===== config.mk =====
export PLATFORM = sky130hd
export DESIGN_NAME = stl_uart_packetizer
export DESIGN_NICKNAME = d
export VERILOG_FILES = /design/src/rtl/stl_uart_packetizer.sv
export SDC_FILE = /design/constraint.sdc
export NUM_CORES = 1
export LEC_CHECK = 0
export ABC_AREA = 0
export CORE_MARGIN = 8
export CORE_UTILIZATION = 63
export CTS_BUF_LIST = sky130_fd_sc_hd__clkbuf_16
export CTS_CLUSTER_DIAMETER = 200
export CTS_CLUSTER_SIZE = 25
export DETAILED_ROUTE_END_ITERATION = 6
export DONT_BUFFER_PORTS = 1
export PLACE_DENSITY = 0.9
export SLEW_MARGIN = 20
export SYNTH_ARGS = -nofsm -noshare
export SYNTH_HDL_FRONTEND = slang
export SYNTH_SLANG_ARGS = --single-unit

===== constraint.sdc =====
create_clock -name clk -period 7.47 [get_ports clk]
set_clock_uncertainty 0.1 [all_clocks]
set_input_delay 1.1205 -clock clk [delete_from_list [all_inputs] [get_ports clk]]
set_output_delay 1.1205 -clock clk [all_outputs]
set_load 0.05 [all_outputs]

===== src/rtl/stl_uart_packetizer.sv =====
// UART-to-TileLink packetizer: assembles RX bytes into fixed-length request packets
// and streams queued TileLink response packets back out as UART bytes, LSB byte first.
module stl_uart_packetizer #(
  parameter int PACKET_BYTES   = 16,
  parameter int TIMEOUT_CYCLES = 100_000,
  parameter int RSP_DEPTH      = 2
) (
  input  logic                      clk,
  input  logic                      reset_n,
  input  logic                      data_valid,
  output logic                      data_ready,
  input  logic [7:0]                data_in,
  output logic                      packet_valid,
  input  logic                      packet_ready,
  output logic [8*PACKET_BYTES-1:0] packet_data,
  input  logic                      tl_response_valid,
  output logic                      tl_response_ready,
  input  logic [8*PACKET_BYTES-1:0] tl_response_data,
  output logic                      response_valid,
  input  logic                      response_ready,
  output logic [7:0]                response_data,
  output logic                      timeout_pulse,
  output logic [7:0]                timeout_count
);

  localparam int W      = 8 * PACKET_BYTES;
  localparam int IDX_W  = $clog2(PACKET_BYTES);
  localparam int IDLE_W = $clog2(TIMEOUT_CYCLES);
  localparam int PTR_W  = $clog2(RSP_DEPTH);

  localparam logic [IDX_W-1:0]  LAST_IDX   = IDX_W'(PACKET_BYTES - 1);
  localparam logic [IDLE_W-1:0] IDLE_LIMIT = IDLE_W'(TIMEOUT_CYCLES - 1);
  localparam logic [PTR_W:0]    FIFO_FULL  = (PTR_W + 1)'(RSP_DEPTH);

  localparam logic [1:0] RX_IDLE   = 2'd0;
  localparam logic [1:0] RX_ACTIVE = 2'd1;
  localparam logic [1:0] RX_HOLD   = 2'd2;

  localparam logic [0:0] TX_IDLE   = 1'b0;
  localparam logic [0:0] TX_STREAM = 1'b1;

  // ---------------------------------------------------------------- RX assembler
  logic [1:0]        r_rx_state;
  logic [IDX_W-1:0]  r_byte_idx;
  logic [IDLE_W-1:0] r_idle_cnt;
  logic [W-1:0]      r_pkt;
  logic              r_to_pulse;
  logic [7:0]        r_to_count;
  logic              w_rx_xfer;

  assign data_ready    = (r_rx_state != RX_HOLD);
  assign w_rx_xfer     = data_valid && data_ready;
  assign packet_valid  = (r_rx_state == RX_HOLD);
  assign packet_data   = r_pkt;
  assign timeout_pulse = r_to_pulse;
  assign timeout_count = r_to_count;

  // NOTE: state registers use non-blocking assignments so every flop samples pre-edge values.
  always_ff @(posedge clk or negedge reset_n) begin
    if (!reset_n) begin
      r_rx_state <= RX_IDLE;
      r_byte_idx <= '0;
      r_idle_cnt <= '0;
      r_pkt      <= '0;
      r_to_pulse <= 1'b0;
      r_to_count <= '0;
    end else begin
      r_to_pulse <= 1'b0;
      case (r_rx_state)
        RX_IDLE, RX_ACTIVE: begin
          if (w_rx_xfer) begin
            r_pkt[{r_byte_idx, 3'b000} +: 8] <= data_in;
            r_idle_cnt <= '0;
            if (r_byte_idx == LAST_IDX) begin
              r_byte_idx <= '0;
              r_rx_state <= RX_HOLD;
            end else begin
              r_byte_idx <= r_byte_idx + IDX_W'(1);
              r_rx_state <= RX_ACTIVE;
            end
          end else if (r_rx_state == RX_ACTIVE) begin
            // A transfer on the limit cycle wins; only a silent limit cycle drops the packet.
            if (r_idle_cnt == IDLE_LIMIT) begin
              r_rx_state <= RX_IDLE;
              r_byte_idx <= '0;
              r_idle_cnt <= '0;
              r_to_pulse <= 1'b1;
              if (r_to_count != 8'hFF) r_to_count <= r_to_count + 8'd1;
            end else begin
              r_idle_cnt <= r_idle_cnt + IDLE_W'(1);
            end
          end
        end
        RX_HOLD: begin
          if (packet_ready) begin
            r_rx_state <= RX_IDLE;
            r_byte_idx <= '0;
          end
        end
        default: r_rx_state <= RX_IDLE;
      endcase
    end
  end

  // ---------------------------------------------------------------- response FIFO
  logic [W-1:0]     r_mem [RSP_DEPTH];
  logic [PTR_W-1:0] r_wr_ptr;
  logic [PTR_W-1:0] r_rd_ptr;
  logic [PTR_W:0]   r_count;
  logic             w_full;
  logic             w_empty;
  logic             w_push;
  logic             w_pop;

  assign w_full            = (r_count == FIFO_FULL);
  assign w_empty           = (r_count == '0);
  assign tl_response_ready = !w_full;
  assign w_push            = tl_response_valid && !w_full;

  // NOTE: storage is left unreset; only the pointers and count define what is valid.
  always_ff @(posedge clk) begin
    if (w_push) r_mem[r_wr_ptr] <= tl_response_data;
  end

  always_ff @(posedge clk or negedge reset_n) begin
    if (!reset_n) begin
      r_wr_ptr <= '0;
      r_rd_ptr <= '0;
      r_count  <= '0;
    end else begin
      if (w_push) r_wr_ptr <= r_wr_ptr + PTR_W'(1);
      if (w_pop)  r_rd_ptr <= r_rd_ptr + PTR_W'(1);
      case ({w_push, w_pop})
        2'b10:   r_count <= r_count + (PTR_W + 1)'(1);
        2'b01:   r_count <= r_count - (PTR_W + 1)'(1);
        default: r_count <= r_count;
      endcase
    end
  end

  // ---------------------------------------------------------------- TX streamer
  logic [0:0]       r_tx_state;
  logic [W-1:0]     r_shift;
  logic [IDX_W-1:0] r_tx_cnt;
  logic             w_tx_hs;
  logic             w_tx_last;

  assign response_valid = (r_tx_state == TX_STREAM);
  assign response_data  = r_shift[7:0];
  assign w_tx_hs        = response_valid && response_ready;
  assign w_tx_last      = w_tx_hs && (r_tx_cnt == LAST_IDX);
  // Reloading on the last handshake keeps back-to-back responses bubble-free.
  assign w_pop          = !w_empty && ((r_tx_state == TX_IDLE) || w_tx_last);

  always_ff @(posedge clk or negedge reset_n) begin
    if (!reset_n) begin
      r_tx_state <= TX_IDLE;
      r_shift    <= '0;
      r_tx_cnt   <= '0;
    end else if (w_pop) begin
      r_shift    <= r_mem[r_rd_ptr];
      r_tx_cnt   <= '0;
      r_tx_state <= TX_STREAM;
    end else if (w_tx_hs) begin
      r_shift <= {8'h00, r_shift[W-1:8]};
      if (w_tx_last) begin
        r_tx_cnt   <= '0;
        r_tx_state <= TX_IDLE;
      end else begin
        r_tx_cnt <= r_tx_cnt + IDX_W'(1);
      end
    end
  end

endmodule


==> load_flow_metrics.sql <==
INSERT INTO impl_metrics (metric_group, metric, value, unit) VALUES
('run_status', 'status', 'finished, final reports clean', ''),
('drt', 'wire_per_inst', '22.69', 'µm'),
('worst_hold_path', 'worst_hold_path_type', 'primary input to asynchronous set/reset pin', ''),
('drt', 'route.detailed.drc', '0', ''),
('timing', 'finalSetupTns', '0', 'ns'),
('setup_path', 'critPathTopFamily', 'buffers and inverters', ''),
('pwr', 'static-leakage-power', '10.01', 'nW'),
('floorplanning', 'rows', '68', ''),
('timing', 'setup-violations-final', '0', ''),
('final_layout', 'nNetsFinal', '1664', ''),
('drt', 'routed_wirelength', '45190', 'µm'),
('timing', 'final_critical_path_required_period', '3.558', 'ns'),
('timing', 'hold_violations', '0', ''),
('setup_path', 'max_stage_delay', '0.83', 'ns'),
('setup_path', 'crit_buf_inv', '2', ''),
('timing', 'setup_repair_after_global_routing_missed_its_margin', 'false', ''),
('global_route', 'number_of_global_route_vias_before_repair', '12660', ''),
('synthesis', 'synthesis.nets', '1730', ''),
('synthesis', 'synth.yosys.warnings', '0', ''),
('clock_network', 'cts_post_setup_buffers_inserted', '0', ''),
('clock_network', 'cts-buffers-inserted', '26', ''),
('timing', 'finalCritPeriodShare', '0.4763', ''),
('clock_network', 'cts_hold_buffers', '0', ''),
('run', 'max-cap-violations', '0', ''),
('global_route', 'antenna_found_initial', '5', ''),
('final_layout', 'most-common-layout-cells', '296 x sky130_fd_sc_hd__dfrtp_1, 256 x sky130_fd_sc_hd__edfxtp_1, 152 x sky130_fd_sc_hd__nor2_1', ''),
('global_route', 'grt_overflow_total', '0', ''),
('setup_path', 'path_depth', '7', ''),
('synthesis', 'synthesis.area_per_instance', '13.87', 'µm²'),
('drt', 'drt_first_pass_iters', '5', ''),
('floorplanning', 'die_x', '202.6', 'µm'),
('setup_path', 'crit_path_start_kind', 'flop', ''),
('setup_path', 'timing.setup.critical_path_class', 'flop to flop', ''),
('floorplanning', 'die_height', '202.6', 'µm'),
('synthesis', 'synth.cell_area', '21930', 'µm²'),
('final_layout', 'drive_gt1_frac', '0.08486', ''),
('setup_path', 'path_common_cell', 'sky130_fd_sc_hd__nand2_1', ''),
('timing', 'slew_headroom', '0.1905', ''),
('synthesis', 'ys_ff_latch', '553', ''),
('final_layout', 'syn_to_final_growth', '4.740', '%'),
('drt', 'detailedRoute.firstIterationViolations', '1013', ''),
('clock_network', 'cts_tree', 'done', ''),
('floorplanning', 'die_area', '41040', 'µm²'),
('clock_network', 'clk_root_buffer_cell', 'sky130_fd_sc_hd__clkbuf_16', ''),
('setup_path', 'cp.arrival', '3.99', 'ns'),
('pwr', 'power_per_cell_area', '376.4', 'nW/µm²'),
('clock_network', 'clock_insertion_delay_worst_skew', '0.59', 'ns'),
('final_layout', 'multiInputGateArea', '6362', 'µm²'),
('setup_path', 'setup.worst_path.end_class', 'flop', ''),
('clock_network', 'clock_slew_at_reported_path_ffs', '0.10', 'ns'),
('pwr', 'peak_ir_drop_on_the_vdd_network', '316.1', 'µV'),
('final_layout', 'ff_latch_area', '15120', 'µm²'),
('synthesis', 'netlist-cell-type-count', '41', ''),
('setup_path', 'crit_path_top_delay_cell', 'sky130_fd_sc_hd__buf_4', ''),
('drt', 'drt-vias-per-instance', '6.212', ''),
('synthesis', 'syn-instance-count', '1582', ''),
('final_layout', 'layout.filler_cells', '2280', ''),
('synthesis', 'synth-seq-area-share', '0.6893', ''),
('timing', 'timing.final.max_slew_violations', '0', ''),
('setup_path', 'critPathRequiredTime', '7.90', 'ns'),
('setup_path', 'worst-path-max-fanout', '148', ''),
('timing', 'hold_slack', '0.1366', 'ns'),
('clock_network', 'clk_path_buf_depth', '3', ''),
('clock_network', 'tritoncts_num_sinks', '553', ''),
('global_route', 'pin_count_of_the_biggest_net_entering_global_routing', '298', ''),
('placed_design', 'port_buffers', '0', ''),
('floorplanning', 'core-area', '34460', 'µm²'),
('clock_network', 'ctsResizeCount', '0', ''),
('clock_network', 'cts.htree.levels', '1', ''),
('global_route', 'gr-usage-all-layers', '0.2130', ''),
('final_layout', 'mostFrequentLayoutCell', 'sky130_fd_sc_hd__dfrtp_1', ''),
('global_route', 'global_route_wire_length_before_repair', '70280', 'µm'),
('drt', 'ant_nets', '0', ''),
('floorplanning', 'start_util', '0.6366', ''),
('setup_path', 'worstRegToRegCells', '7', ''),
('timing', 'fmax', '0.2811', 'GHz'),
('setup_path', 'path_cells', 'nand2_1 -> nand2_1 -> inv_8 -> buf_4 -> nor2_1 -> a211oi_1 -> a21o_1', ''),
('timing', 'worst_max_slew_pin_slew', '1.214', 'ns'),
('drt', 'dr_total_vias', '12370', ''),
('placed_design', 'routabilityCongestion', '0.8571', ''),
('floorplanning', 'floorplan.io_pins', '291', ''),
('placed_design', 'detailedPlacementHpwl', '30380', 'µm');
## cells by family (layout without fill, tap and decap cells)
group	Yosys count	count (layout)	share of synthesized area
other cells	0	4	0
xor+xnor	31	31	0.01238
fa+ha+maj	6	6	0.003422
simple gates	342	342	0.06868
buf+inv	118	68	0.02179
mux	220	220	0.1051
flops	553	553	0.6893
compound gates	312	312	0.09937
## synth_stat cells, drive strengths merged
library cell | number | area [µm²]
a211oi | 120 | 900.9
a21o | 122 | 915.9
a21oi | 3 | 15.01
a31oi | 1 | 6.260
and2 | 11 | 68.82
and3 | 5 | 32.53
and4 | 2 | 17.52
buf | 20 | 110.1
clkbuf | 84 | 315.3
dfrtp | 297 | 7432
edfxtp | 256 | 7687
ha | 6 | 75.07
inv | 14 | 52.55
mux2 | 82 | 923.4
mux2i | 138 | 1381
nand2 | 106 | 397.9
nand2b | 9 | 56.30
nand3 | 17 | 85.08
nand3b | 2 | 15.01
nand4 | 12 | 75.07
nor2 | 153 | 574.3
nor2b | 5 | 31.28
nor3 | 6 | 30.03
nor4 | 4 | 40.04
nor4b | 3 | 26.28
o21a | 1 | 7.510
o21ai | 60 | 300.3
o22ai | 3 | 18.77
o31ai | 2 | 15.01
or2 | 2 | 12.51
or2b | 1 | 7.510
or4 | 3 | 26.27
or4b | 1 | 10.01
xnor2 | 15 | 131.4
xor2 | 16 | 140.1
## state kept, by name (all words and copies together) (netlist names)
signal and count:
r_idle_cnt 17, r_wr_ptr 1, r_mem 256, timeout_pulse 1, r_tx_cnt 4, response_valid 1
r_byte_idx 4, r_rx_state 2, packet_data 128, r_rd_ptr 1, r_count 2, r_shift 128
timeout_count 8
## worst register-to-register path, stage by stage (launching register included)
cell and delay (ns):
sky130_fd_sc_hd__dfrtp_1 0.70, sky130_fd_sc_hd__nand2_1 0.26, sky130_fd_sc_hd__nand2_1 0.27, sky130_fd_sc_hd__inv_8 0.61
sky130_fd_sc_hd__buf_4 0.92, sky130_fd_sc_hd__nor2_1 0.19, sky130_fd_sc_hd__a211oi_1 0.33, sky130_fd_sc_hd__a21o_1 0.12
## per-layer routing
layer / up-vias / wire length (µm) / track usage
li1: 5577 / - / -
met1: 6279 / 16150 / 0.2453
met2: 425 / 23370 / 0.3737
met3: 79 / 4352 / 0.07332
met4: 8 / 1241 / 0.06061
met5: - / 64 / 0
## area by class of cell
| cell class | instances | area share |
|---|---|---|
| flip-flops and latches | 553 | 0.6583 |
| multi-input cells | 911 | 0.2769 |
| clock buffers | 26 | 0.02832 |
| well taps | 455 | 0.02478 |
| clock inverters | 18 | 0.005228 |
| repair buffers | 10 | 0.003431 |
| inverters | 14 | 0.002614 |
| diodes | 4 | 0.0004357 |
## power breakdown
group          total [mW]  internal (mW)  switching (mW)
Clock                1.55          0.648           0.905
Sequential           5.45           4.07            1.38
Combinational        1.65          0.741           0.905
## per-stage QoR
stage | cell area (µm²) | power, mW | utilization | setup slack (ns) | cells
after floorplan | 21930 | 6.728 | - | 0.1937 | 1582
after global placement | 22190 | 7.045 | 0.6440 | 3.817 | 1943
after detailed placement | 22190 | 7.177 | 0.6440 | 3.547 | 1943
after CTS | 22960 | 8.709 | 0.6663 | 3.956 | 1987
after global routing | 22960 | 9.027 | 0.6664 | 3.692 | 1987
final | 22970 | 8.647 | 0.6667 | 3.912 | 1991
## final timing paths
| check | from | endpoint | slack (ns) |
|---|---|---|---|
| max in group asynchronous | reset_n | r_shift[126]$_DFFE_PN0P_ | 6.14 |
| min reg2reg | r_shift[15]$_DFFE_PN0P_ | r_shift[15]$_DFFE_PN0P_ | 0.39 |
| max | response_valid$_DFFE_PN0P_ | r_shift[81]$_DFFE_PN0P_ | 3.91 |
| max reg2reg | response_valid$_DFFE_PN0P_ | r_shift[81]$_DFFE_PN0P_ | 3.91 |
| min | reset_n | packet_data[8]$_DFFE_PN0P_ | 0.14 |
| min in group clk | r_shift[15]$_DFFE_PN0P_ | r_shift[15]$_DFFE_PN0P_ | 0.39 |
Power figures use the tool's default switching activity.
